`src/rtl/upsample_2x_if.sv`:
```
// Handshake bundle for the 2x2 upsampler: valid/ready input stream in,
// valid/ready output stream plus end-of-frame pulse out.
interface upsample_2x_if #(
    parameter int DATA_WIDTH = 32
);
    logic                  valid_in;
    logic [DATA_WIDTH-1:0] data_in;
    logic                  ready_in;
    logic [DATA_WIDTH-1:0] data_out;
    logic                  valid_out;
    logic                  ready_out;
    logic                  done;

    modport slave (
        input  valid_in, data_in, ready_out,
        output ready_in, data_out, valid_out, done
    );

    modport master (
        output valid_in, data_in, ready_out,
        input  ready_in, data_out, valid_out, done
    );
endinterface

```
`src/rtl/upsample_2x.sv`:
```
// Streaming 2x2 upsampler: each input pixel becomes a 2x2 output block.
// Define UPSAMPLE_ZERO_FILL_EN for max-unpooling zero fill (no line buffer).
module upsample_2x #(
    parameter int DATA_WIDTH = 32,
    parameter int WIDTH      = 14,
    parameter int HEIGHT     = 14
) (
    input  logic          clk,
    input  logic          reset,
    upsample_2x_if.slave  bus
);
    localparam int COL_W = (WIDTH  > 1) ? $clog2(WIDTH)  : 1;
    localparam int ROW_W = (HEIGHT > 1) ? $clog2(HEIGHT) : 1;
    localparam logic [COL_W-1:0] COL_LAST = COL_W'(WIDTH - 1);
    localparam logic [ROW_W-1:0] ROW_LAST = ROW_W'(HEIGHT - 1);

    typedef enum logic [0:0] {
        S_PASS   = 1'b0,
        S_REPLAY = 1'b1
    } state_t;

    state_t                state_r;
    state_t                state_nxt_s;
    logic [COL_W-1:0]      col_r;
    logic [COL_W-1:0]      col_nxt_s;
    logic [ROW_W-1:0]      row_r;
    logic [ROW_W-1:0]      row_nxt_s;
    logic                  dup_r;
    logic                  valid_out_r;
    logic [DATA_WIDTH-1:0] data_out_r;

    logic fire_s;
    logic load_ok_s;
    logic accept_s;
    logic replay_load_s;
    logic done_s;

    // The position advances only when the second copy of a pixel is consumed;
    // it then names the pixel to load next, so a load can overlap that fire.
    assign fire_s    = valid_out_r & bus.ready_out;
    assign load_ok_s = ~dup_r & (~valid_out_r | bus.ready_out);

    // Next position (state/column/row) after the current output beat
    always_comb begin
        state_nxt_s = state_r;
        col_nxt_s   = col_r;
        row_nxt_s   = row_r;
        if (fire_s && !dup_r) begin
            case (state_r)
                S_PASS: begin
                    if (col_r == COL_LAST) begin
                        state_nxt_s = S_REPLAY;
                        col_nxt_s   = '0;
                    end else begin
                        col_nxt_s = col_r + COL_W'(1);
                    end
                end
                S_REPLAY: begin
                    if (col_r == COL_LAST) begin
                        state_nxt_s = S_PASS;
                        col_nxt_s   = '0;
                        if (row_r == ROW_LAST) begin
                            row_nxt_s = '0;
                        end else begin
                            row_nxt_s = row_r + ROW_W'(1);
                        end
                    end else begin
                        col_nxt_s = col_r + COL_W'(1);
                    end
                end
                default: begin
                    state_nxt_s = S_PASS;
                    col_nxt_s   = '0;
                    row_nxt_s   = '0;
                end
            endcase
        end else begin
            state_nxt_s = state_r;
        end
    end

    // Load source selection and the end-of-frame pulse
    always_comb begin
        accept_s      = 1'b0;
        replay_load_s = 1'b0;
        bus.ready_in  = 1'b0;
        if (!reset && load_ok_s) begin
            if (state_nxt_s == S_PASS) begin
                bus.ready_in = 1'b1;
                accept_s     = bus.valid_in;
            end else begin
                replay_load_s = 1'b1;
            end
        end else begin
            bus.ready_in = 1'b0;
        end
        done_s = ~reset & fire_s & ~dup_r & (state_r == S_REPLAY)
                 & (col_r == COL_LAST) & (row_r == ROW_LAST);
    end

    // FSM state register
    always_ff @(posedge clk) begin
        if (reset) begin
            state_r <= S_PASS;
        end else begin
            state_r <= state_nxt_s;
        end
    end

    // Column and row counters
    always_ff @(posedge clk) begin
        if (reset) begin
            col_r <= '0;
            row_r <= '0;
        end else begin
            col_r <= col_nxt_s;
            row_r <= row_nxt_s;
        end
    end

`ifdef UPSAMPLE_ZERO_FILL_EN
    // Output register: only the first copy of a pass beat carries the pixel
    always_ff @(posedge clk) begin
        if (reset) begin
            valid_out_r <= 1'b0;
            data_out_r  <= '0;
            dup_r       <= 1'b0;
        end else if (accept_s) begin
            data_out_r  <= bus.data_in;
            valid_out_r <= 1'b1;
            dup_r       <= 1'b1;
        end else if (replay_load_s) begin
            data_out_r  <= '0;
            valid_out_r <= 1'b1;
            dup_r       <= 1'b1;
        end else if (fire_s && dup_r) begin
            data_out_r <= '0;
            dup_r      <= 1'b0;
        end else if (fire_s) begin
            valid_out_r <= 1'b0;
        end
    end
`else
    logic [DATA_WIDTH-1:0] line_buf_r [WIDTH];

    // Line buffer captures each accepted pixel for the replayed row
    always_ff @(posedge clk) begin
        if (accept_s) begin
            line_buf_r[col_nxt_s] <= bus.data_in;
        end
    end

    // Output register: second copy keeps data_out, replay reads the buffer
    always_ff @(posedge clk) begin
        if (reset) begin
            valid_out_r <= 1'b0;
            data_out_r  <= '0;
            dup_r       <= 1'b0;
        end else if (accept_s) begin
            data_out_r  <= bus.data_in;
            valid_out_r <= 1'b1;
            dup_r       <= 1'b1;
        end else if (replay_load_s) begin
            data_out_r  <= line_buf_r[col_nxt_s];
            valid_out_r <= 1'b1;
            dup_r       <= 1'b1;
        end else if (fire_s && dup_r) begin
            dup_r <= 1'b0;
        end else if (fire_s) begin
            valid_out_r <= 1'b0;
        end
    end
`endif

    assign bus.data_out  = data_out_r;
    assign bus.valid_out = valid_out_r;
    assign bus.done      = done_s;
endmodule
```
`src/flat_wrapper.sv`:
```
// flat-port wrapper written by rule: the top's interface ports become plain ports
module upsample_2x_flat 
#(
    parameter int DATA_WIDTH = 32,
    parameter int WIDTH      = 14,
    parameter int HEIGHT     = 14
)
  (clk, reset, bus_valid_in, bus_data_in, bus_ready_out, bus_ready_in, bus_data_out, bus_valid_out, bus_done);
  upsample_2x_if #(.DATA_WIDTH(DATA_WIDTH)) bus_i ();
  input  logic clk;
  input  logic reset;
  input wire logic [$bits(bus_i.valid_in)-1:0] bus_valid_in;
  input wire logic [$bits(bus_i.data_in)-1:0] bus_data_in;
  input wire logic [$bits(bus_i.ready_out)-1:0] bus_ready_out;
  output wire logic [$bits(bus_i.ready_in)-1:0] bus_ready_in;
  output wire logic [$bits(bus_i.data_out)-1:0] bus_data_out;
  output wire logic [$bits(bus_i.valid_out)-1:0] bus_valid_out;
  output wire logic [$bits(bus_i.done)-1:0] bus_done;
  assign bus_i.valid_in = bus_valid_in;
  assign bus_i.data_in = bus_data_in;
  assign bus_i.ready_out = bus_ready_out;
  assign bus_ready_in = bus_i.ready_in;
  assign bus_data_out = bus_i.data_out;
  assign bus_valid_out = bus_i.valid_out;
  assign bus_done = bus_i.done;
  upsample_2x #(.DATA_WIDTH(DATA_WIDTH), .WIDTH(WIDTH), .HEIGHT(HEIGHT)) u_core (.clk(clk), .reset(reset), .bus(bus_i));
endmodule
```
`config.mk`:
```
export PLATFORM = sky130hd
export DESIGN_NAME = upsample_2x_flat
export DESIGN_NICKNAME = d
export VERILOG_FILES = /design/src/rtl/upsample_2x_if.sv /design/src/rtl/upsample_2x.sv /design/src/flat_wrapper.sv
export SDC_FILE = /design/constraint.sdc
export NUM_CORES = 1
export LEC_CHECK = 0
export CAP_MARGIN = 20
export CORE_AREA = 4 4 232 234
export DETAILED_ROUTE_END_ITERATION = 8
export DIE_AREA = 0 0 236 238
export PLACE_DENSITY_LB_ADDON = 0.1
export SETUP_SLACK_MARGIN = 0.3
export SYNTH_ARGS = -nofsm -noshare
export SYNTH_HDL_FRONTEND = slang
export SYNTH_SLANG_ARGS = --single-unit
```
`constraint.sdc`:
```
create_clock -name clk -period 6 [get_ports clk]
set_input_delay 1.5 -clock clk [delete_from_list [all_inputs] [get_ports clk]]
set_output_delay 1.5 -clock clk [all_outputs]
set_load 0.03 [all_outputs]
```
==> metrics.md <==
| Metric | Value |
|---|---|
| CP endpoint kind | `output pin` |
| Cts hold-fix bufs | `0` |
| Synthesized instance count | `1395` |
| Util after Layout | `0.461` |
| CP peak stage delay | `720 ps` |
| Setup Fix Bufs, Post-CTS | `0` |
| Crit-path slowest cell | `clkdlybuf4s50_1` |
| Final HPWL DP | `30400 um` |
| Synth top area cells | `edfxtp_1 (66%), mux2i_1 (7.9%), dfxtp_1 (4.2%)` |
| Full die area | `0.0562 mm^2` |
| Initial Util | `0.394` |
| Largest net degree at the start of global routing | `89` |
| Initial antenna violation count | `0` |
| Fmax | `195 MHz` |
| Most instantiated cells after synthesis | `edfxtp_1 (448), mux2i_1 (161), o21ai_0 (115)` |
| Area Overhead vs Synth | `17.0%` |
| Clk pin slew, worst setup/hold paths | `50 ps` |
| Worst Setup EP | `bus_done` |
| Critical Path AT | `3630 ps` |
| Reg-to-Reg Start | `u_core.col_r[0]` |
| First-pass GRT wire length | `78400 um` |
| Unrepaired setup endpoints after global routing | `no` |
| I/O pins | `71` |
| Drt initial violations | `1006` |
| DRC Markers | `0` |
| Detailed-route via count | `12300` |
| Area leader, netlist | `edfxtp_1` |
| P_leak | `8.07 nW` |
| Largest family of logic cells by synthesized area | `compound AO/OA/AOI/OAI gates` |
| Hold violation count in the final report | `0` |
| Synth Net Count | `1433` |
| CP Cell Sequence | `clkdlybuf4s50_1 -> nand3b_1 -> nor2_2 -> nand4_1 -> nor4b_1 -> clkdlybuf4s50_1` |
| Number of buffers added on ports | `70` |
| Req. time, crit path | `4500 ps` |
| N_diodes | `0` |
| Clock buffer depth | `3` |
| Die W | `236 um` |
| TritonCTS clock tree | `yes` |
| Layout cells sized above 1 | `0.153` |
| Overflow after GRT | `0` |
| Total core area | `0.0520 mm^2` |
| Avg Cell Area, Syn | `14.7 um^2` |
| Worst skew pair latency | `590 ps` |
| Yosys top cell area share | `0.656` |
| Crit-path max FO | `5` |
| Final setup vio count | `0` |
| Reg2reg end | `u_core.line_buf_r[10][13]` |
| Max-capacitance violation count | `0` |
| Mux share of post-synthesis cell area | `0.0968` |
| Nets | `1513` |
| Setup Total Neg Slack | `0 ps` |
| FP Rows | `84` |
| Slew of the pin with the lowest slew margin | `1100 ps` |
| Routed wire length per instance | `23.8 um` |
| P per Cell Area | `316 mW/mm^2` |
| Yosys cell types | `50` |
| Synth Area in Adders | `0.00122` |
| Tot Pwr | `0.00759 W` |
| Reg2Reg Setup Slack | `1830 ps` |
| Htree depth | `2` |
| Largest delay contributor family on the critical path | `buffers and inverters` |
| VDD IR-drop max | `0.176 mV` |
| Post-CTS resize count | `0` |
| Crit path buffers/inverters | `2` |
| Critical path launch point | `bus_ready_out` |
| EDFF count, synth | `448` |
| Most used DFF post-synth | `edfxtp_1` |
| Drt first pass iters | `5` |
| CTS buffer count | `53` |
| R2r worst-path depth | `6` |
| Worst Path Class, Setup | `input pin to output pin` |
| Final Instance Count excl. Fillers | `2205` |
| GRT Util Overall | `0.184` |
| Yosys reg bits | `491` |
| Max Clock Skew | `12.9 ps` |
| Die Ht | `238 um` |
| WHS Path Cells | `2` |
| Root buf cell | `clkbuf_16` |
| Hold crit path type | `register to register` |
| Hold Slack | `446 ps` |
| Tcrit/Tclk final | `0.856` |
| Slew headroom | `0.266` |
| Vias in the first global route | `12300` |
| Clock sink count | `491` |
| Post-synth ARST share | `0` |
| Xor and xnor fraction of the mapped netlist area | `0.00171` |
| Crit start category | `input pin` |
| WL final | `52600 um` |
| Vias per std cell | `5.58` |
| Post-Syn Area | `0.0205 mm^2` |
| DRT antenna net count | `0` |
| CP Depth | `6` |
| Final slew viol count | `0` |
| Post-synthesis compound-gate area fraction | `0.132` |
| Final RePlAce weighted congestion | `0.758` |
| Post-synthesis simple-gate area fraction | `0.0468` |
| Tmin final | `5130 ps` |
| Status | `finished clean` |
| Most frequent CP cell | `clkdlybuf4s50_1` |
| Sequential share of the synthesized area | `0.698` |
| Syn. warnings | `0` |
| Most frequent cell after synthesis | `edfxtp_1` |
| Dpl cells | `2108` |
layer usage:
metal / up-vias / share of wire / GRT usage / wire (um)
met2: 270 / 0.47 / 0.304 / 24900
met1: 6277 / 0.45 / 0.253 / 23900
li1: 5677 / - / - / -
met5: - / 0 / 0 / 0
met4: 0 / 0.025 / 0.0569 / 1310
met3: 79 / 0.046 / 0.0276 / 2410
layout by cell type (no fill, tap or decap), drive strengths merged, types with 3 or more instances in the layout:
cell / Yosys / layout
edfxtp: 448 / 448
o21ai: 166 / 166
mux2i: 161 / 161
nand2: 103 / 103
clkbuf: 73 / 74
clkdlybuf4s50: 0 / 70
a22oi: 64 / 64
buf: 32 / 60
nor2: 45 / 45
dfxtp: 43 / 43
nand3: 36 / 36
a31o: 33 / 33
mux2: 33 / 33
o22ai: 33 / 33
a221o: 32 / 32
a221oi: 32 / 32
clkinv: 0 / 17
a21oi: 8 / 8
nor2b: 8 / 8
and3: 8 / 8
inv: 5 / 6
a211oi: 4 / 4
nor3: 4 / 4
bufinv: 0 / 3
sequential cells by signal (all words and copies together), names as in the netlist:
register,count
u_core.col_r,4
u_core.dup_r,1
u_core.line_buf_r,448
u_core.state_r,1
u_core.row_r,4
u_core.bus.valid_out,1
u_core.bus.data_out,32
worst min path at each step:
stage / slack [ps] / to / startpoint
after floorplan: 470 / u_core.row_r[2] / u_core.row_r[2]
after global placement: 440 / u_core.bus.data_out[2] / u_core.bus.data_out[2]
after detailed placement: 440 / u_core.bus.data_out[20] / u_core.bus.data_out[20]
after CTS: 450 / u_core.bus.data_out[20] / u_core.bus.data_out[20]
after global routing: 460 / u_core.bus.data_out[16] / u_core.bus.data_out[16]
final: 450 / u_core.bus.data_out[20] / u_core.bus.data_out[20]
kinds of logic after synthesis:
kind of cell    after synthesis
flops                       491
compound gates              378
buf+inv                     110
simple gates                216
fa+ha+maj                     2
mux                         194
xor+xnor                      4
through the flow:
step	cell area, um^2	setup slack (ps)
finish	24000	866
global route	24000	663
CTS	24000	846
detailed placement	22300	859
global placement	22300	891
floorplan	20500	1080
layout make-up:
cell class                      instances  area (um^2)
Tap cell                              688          861
Fill cell                            4530        28000
Inverter                                5         18.8
Clock buffer                           74         1510
Clock inverter                         23          196
Sequential cell                       491        14300
Timing Repair Buffer                  130         1230
Multi-Input combinational cell        794         5860
worst reg2reg max path, delay by kind of cell, from the launching register on:
family,cells,cell delay [ps]
simple gates,2,990
compound gates,1,980
buf+inv,2,1050
flops,1,340
fa+ha+maj,1,490
power breakdown:
| group | switching (W) | leakage [nW] | internal (W) |
|---|---|---|---|
| clock | 0.00130 | 0.840 | 0.00187 |
| combinational | 0.000370 | 2.84 | 0.000251 |
| sequential | 0.0000204 | 4.39 | 0.00377 |
(Power assumes the default switching activity.)
